File: src/rtl/multicycle_controller.sv
// Main control FSM for the multicycle MIPS core: sequences fetch, decode, execute,
// memory and writeback over the shared datapath and tracks memory handshake timeouts.
module multicycle_controller #(
    parameter int TIMEOUT = 255
) (
    input  logic       clk,
    input  logic       reset,
    input  logic [5:0] opcode,
    input  logic [5:0] funct,
    input  logic       zero,
    input  logic       mem_ready,
    output logic       pc_write,
    output logic       branch,
    output logic       iord,
    output logic       mem_read,
    output logic       mem_write,
    output logic       ir_write,
    output logic       reg_dst,
    output logic       mem_to_reg,
    output logic       reg_write,
    output logic       alu_src_a,
    output logic [1:0] alu_src_b,
    output logic [2:0] alu_control,
    output logic [1:0] pc_src,
    output logic [3:0] state,
    output logic       illegal,
    output logic       mem_timeout
);

    typedef enum logic [3:0] {
        FETCH  = 4'd0,  DECODE = 4'd1,  MEMADR = 4'd2,  MEMRD  = 4'd3,
        MEMWB  = 4'd4,  MEMWR  = 4'd5,  EXEC   = 4'd6,  ALUWB  = 4'd7,
        BRANCH = 4'd8,  ADDIEX = 4'd9,  ADDIWB = 4'd10, JUMP   = 4'd11
    } state_t;

    localparam logic [7:0] TIMEOUT_CNT = TIMEOUT[7:0];

    state_t     state_q, state_d;
    logic [7:0] wait_cnt_q, wait_cnt_d;
    logic       mem_timeout_q, mem_timeout_d;

    logic       op_r, op_lw, op_sw, op_beq, op_addi, op_j;
    logic       funct_ok, decode_ok, waiting;
    logic [2:0] r_alu;
    logic       unused_zero;

    // The zero flag is consumed by the datapath PC-enable logic, not here.
    assign unused_zero = zero;

    assign op_r      = (opcode == 6'b000000);
    assign op_lw     = (opcode == 6'b100011);
    assign op_sw     = (opcode == 6'b101011);
    assign op_beq    = (opcode == 6'b000100);
    assign op_addi   = (opcode == 6'b001000);
    assign op_j      = (opcode == 6'b000010);
    assign decode_ok = op_lw | op_sw | (op_r & funct_ok) | op_beq | op_addi | op_j;

    always_comb begin
        r_alu    = 3'b010;
        funct_ok = 1'b1;
        case (funct)
            6'b100000: r_alu = 3'b010;
            6'b100010: r_alu = 3'b110;
            6'b100100: r_alu = 3'b000;
            6'b100101: r_alu = 3'b001;
            6'b101010: r_alu = 3'b111;
            default:   funct_ok = 1'b0;
        endcase
    end

    always_comb begin
        state_d = state_q;
        case (state_q)
            FETCH:  if (mem_ready) state_d = DECODE;
            DECODE: begin
                if (op_lw || op_sw)        state_d = MEMADR;
                else if (op_r && funct_ok) state_d = EXEC;
                else if (op_beq)           state_d = BRANCH;
                else if (op_addi)          state_d = ADDIEX;
                else if (op_j)             state_d = JUMP;
                else                       state_d = FETCH;
            end
            MEMADR: state_d = op_sw ? MEMWR : MEMRD;
            MEMRD:  if (mem_ready) state_d = MEMWB;
            MEMWR:  if (mem_ready) state_d = FETCH;
            EXEC:   state_d = ALUWB;
            ADDIEX: state_d = ADDIWB;
            default: state_d = FETCH;
        endcase
        if (reset) state_d = FETCH;
    end

    // The counter is zero outside a stalled memory state, so it is already clear on
    // entry to any wait state; it only climbs while a handshake is outstanding.
    assign waiting = ((state_q == FETCH) || (state_q == MEMRD) || (state_q == MEMWR)) && !mem_ready;

    always_comb begin
        wait_cnt_d    = 8'd0;
        if (waiting)
            wait_cnt_d = (wait_cnt_q >= TIMEOUT_CNT) ? wait_cnt_q : wait_cnt_q + 8'd1;
        mem_timeout_d = mem_timeout_q | (wait_cnt_d == TIMEOUT_CNT);
        if (reset) begin
            wait_cnt_d    = 8'd0;
            mem_timeout_d = 1'b0;
        end
    end

    always_ff @(posedge clk) begin
        state_q       <= state_d;
        wait_cnt_q    <= wait_cnt_d;
        mem_timeout_q <= mem_timeout_d;
    end

    always_comb begin
        pc_write    = 1'b0;
        branch      = 1'b0;
        iord        = 1'b0;
        mem_read    = 1'b0;
        mem_write   = 1'b0;
        ir_write    = 1'b0;
        reg_dst     = 1'b0;
        mem_to_reg  = 1'b0;
        reg_write   = 1'b0;
        alu_src_a   = 1'b0;
        alu_src_b   = 2'b00;
        alu_control = 3'b010;
        pc_src      = 2'b00;
        illegal     = 1'b0;
        case (state_q)
            FETCH: begin
                mem_read  = 1'b1;
                alu_src_b = 2'b01;
                ir_write  = mem_ready;
                pc_write  = mem_ready;
            end
            DECODE: begin
                alu_src_b = 2'b11;
                illegal   = !decode_ok;
            end
            MEMADR, ADDIEX: begin
                alu_src_a = 1'b1;
                alu_src_b = 2'b10;
            end
            MEMRD: begin
                iord     = 1'b1;
                mem_read = 1'b1;
            end
            MEMWB: begin
                mem_to_reg = 1'b1;
                reg_write  = 1'b1;
            end
            MEMWR: begin
                iord      = 1'b1;
                mem_write = 1'b1;
            end
            EXEC: begin
                alu_src_a   = 1'b1;
                alu_control = r_alu;
            end
            ALUWB: begin
                reg_dst   = 1'b1;
                reg_write = 1'b1;
            end
            BRANCH: begin
                alu_src_a   = 1'b1;
                alu_control = 3'b110;
                pc_src      = 2'b01;
                branch      = 1'b1;
            end
            ADDIWB: reg_write = 1'b1;
            JUMP: begin
                pc_src   = 2'b10;
                pc_write = 1'b1;
            end
            default: ;
        endcase
        // Write strobes must stay quiet while reset is held, whatever state is showing.
        if (reset) begin
            pc_write  = 1'b0;
            ir_write  = 1'b0;
            branch    = 1'b0;
            reg_write = 1'b0;
            mem_write = 1'b0;
            mem_read  = 1'b0;
            illegal   = 1'b0;
        end
    end

    assign state       = state_q;
    assign mem_timeout = mem_timeout_q;

endmodule
File: config.mk
export PLATFORM = sky130hd
export DESIGN_NAME = multicycle_controller
export DESIGN_NICKNAME = d
export VERILOG_FILES = /design/src/rtl/multicycle_controller.sv
export SDC_FILE = /design/constraint.sdc
export NUM_CORES = 1
export LEC_CHECK = 0
export BUFFER_PORTS_ARGS = -buffer_cell sky130_fd_sc_hd__buf_2
export CORE_MARGIN = 1
export CORE_UTILIZATION = 53
export CTS_CLUSTER_DIAMETER = 50
export DETAILED_ROUTE_END_ITERATION = 6
export PLACE_DENSITY = 0.84
export SKIP_LAST_GASP = 1
export SYNTH_ARGS = -nofsm -noshare
export SYNTH_HDL_FRONTEND = slang
export SYNTH_SLANG_ARGS = --single-unit
File: constraint.sdc
create_clock -name clk -period 3.5 [get_ports clk]
set_clock_uncertainty 0.15 [all_clocks]
set_input_delay 0.175 -clock clk [delete_from_list [all_inputs] [get_ports clk]]
set_output_delay 0.175 -clock clk [all_outputs]
set_load 0.01 [all_outputs]
==> reports/results.ini <==
[floorplanning]
start_util_pct = 57.20
die-area_um2 = 2328
io_pins = 39
coreArea_um2 = 1982
die_y_um = 48.25
rows = 16
die_x_um = 48.25

[cts]
cts_tree = done
clk_pin_slew_ps = 80
cts_hold_buf = 0
clock_path_buffers = 2
cts_resized = 0
clock-sinks = 13
cts_root_buffer = clkbuf_4
postCtsSetupRepairBufs = 0
cts.htree.levels = 1
cts_buffers = 3
clkLatencyLatePin_ps = 280

[finish]
register_area_um2 = 260.3
n_antenna_cell = 0
fillers = 178
syn_to_final_growth_pct = 17.99
drive_gt1_share_pct = 24.60
nets = 205
multi_input_area_um2 = 817.0

[route]
routedWlPerCell_um = 12.96
vias = 1285
drc = 0
drt-initial-drc-count = 27
routed_wl_um = 2774
routed_via_density = 6.005
first_pass_iters = 4
drt.antenna.violating_nets = 0

[global_route]
antenna_found_initial = 0
grt-ovfl-total = 0
grt.total_usage_pct = 26.36
grt_max_degree = 21
grt_pass1_wl_um = 4333
grt_pass1_vias = 1044

[synth]
synth-edff-count = 0
syn-num-nets = 174
yosys_warnings = 0
ys.flop_type = dfxtp_1
syn_area_um2 = 1134
async_reset_ff_share_pct = 0
yosysUniqueCellTypes = 48
synth.avg_cell_area_um2 = 7.220
ys_seq_area_share_pct = 22.96
ys_ff_latch = 13
syn_inst = 157

[critical_path]
reg2regPathDepth = 5
cp_max_fo = 14
cp-start-kind = register
reg2reg_slack_ps = 1140
path_class = reg -> out
required_ps = 3170
cp_data_arrival_time_ps = 2070
r2r_start = state[0]
endpoint_kind = output port
r2r_end = mem_timeout

[sta]
fin_hold_ws_ps = 42.06
timing_hold_violations_final = 0
rsz0062_at_grt = no
setup_viol = 0
period_minus_slack_ps = 2395
slew_viol_final = 0
tns_ps = 0
slew_headroom_pct = 56.97
worstMarginPinSlew_ps = 644.6
finalCritPeriodShare_pct = 68.42
fmaxAchievable_mhz = 417.6

[place]
hpwl_um = 2092
port_buffers = 37
routabilityCongestion = 0.8380

[hold_path]
holdCritPathClass = in -> reg
whs_path_depth = 2
min_to = wait_cnt_q[3]
min_from = reset

[pwr]
power_uw = 306.8
power_density_nw_per_um2 = 229.4
power_leakage_uw = 0.0005594
vdd_ir_drop_max_mv = 0.1456

[run]
max-cap-violations = 0

[status]
status = finished, final reports clean

-- metrics by stage --
step	worst slack [ps]	utilization [%]	cell area [um2]	cells
after floorplan	1580	-	1134	157
after global placement	1314	66.16	1311	210
after detailed placement	1227	66.16	1311	210
after CTS	1121	67.49	1338	214
after global routing	940.5	67.49	1338	214
final	1105	67.49	1338	214
-- metal layers --
layer	share of wire [%]	global-route usage (%)	up-vias	routed length [um]
met2	52	44.53	52	1449
met4	1.5	11.67	0	41
met3	4.6	3.704	5	127
li1	-	-	643	-
met1	42	33.11	585	1155
met5	0	0	-	0
-- area by class of cell --
class / instances / area share [%]
Tap cell: 27 / 2.526
Timing Repair Buffer: 37 / 13.84
Sequential cell: 13 / 19.46
Clock buffer: 4 / 1.964
Multi-Input combinational cell: 129 / 61.09
Inverter: 4 / 1.123
-- cells by family after synthesis --
kind of cell | after synthesis | share of synthesized area (%)
and+or+nand+nor | 85 | 41.28
muxes | 2 | 1.876
buffers and inverters | 15 | 4.967
adders and majority gates | 1 | 1.104
xor gates and xnor gates | 7 | 5.408
AOI/OAI and AO/OA | 34 | 22.41
DFF | 13 | 22.96
-- sequential cells by signal, summed over array words and instances (netlist names) --
register	count
mem_timeout	1
state	4
wait_cnt_q	8
-- worst max path at each step --
stage                  start        endpoint  slack (ps)  depth (start not counted)
global route        state[0]     mem_timeout         940                          5
floorplan           funct[4]        state[1]        1580                          5
detailed placement  state[0]     mem_timeout        1230                          5
global placement    state[0]     mem_timeout        1310                          5
finish              state[1]  alu_control[1]        1110                          5
CTS                 state[1]  alu_control[1]        1120                          5
-- report_power, final --
group | total, uW | internal [uW] | switching, uW
sequential | 156 | 150 | 5.77
combinational | 59.7 | 25.7 | 33.9
clock | 91.5 | 44.2 | 47.3
-- placed cells by master, fill, tap and decap left out, types with 6 or more instances in the layout --
master	n
nand2_1	16
nand2b_1	6
a21oi_1	6
a31oi_1	6
nand3_1	6
nor2_1	23
nand4_1	6
dfxtp_1	13
nor3_1	6
buf_2	37
-- worst max-delay path, cell delays in order, from the launching register on --
cell,delay (ps)
dfxtp_1,590
nand2b_1,200
nor2_1,200
nand4b_1,160
or4b_1,490
buf_2,150
-- synthesized netlist by cell type (2+ instances only) --
cell       n  area share, %
and4_1     2            1.5
dfxtp_1   13             23
nand2_1   16            5.3
nor3b_1    3            2.0
clkbuf_1  11            3.6
nor2_1    23            7.6
inv_1      4            1.3
or4b_1     2            1.8
nand3_1    6            2.6
xor2_1     4            3.1
a31oi_1    6            3.3
o21ai_0    4            1.8
nor3_1     6            2.6
xnor2_1    3            2.3
o32a_1     2            1.8
nand4_1    6            3.3
or2_1      3            1.7
a21oi_1    6            2.6
nand2b_1   6            3.3
or3_1      3            1.7
Note: power is estimated with default switching activity, not from simulation.
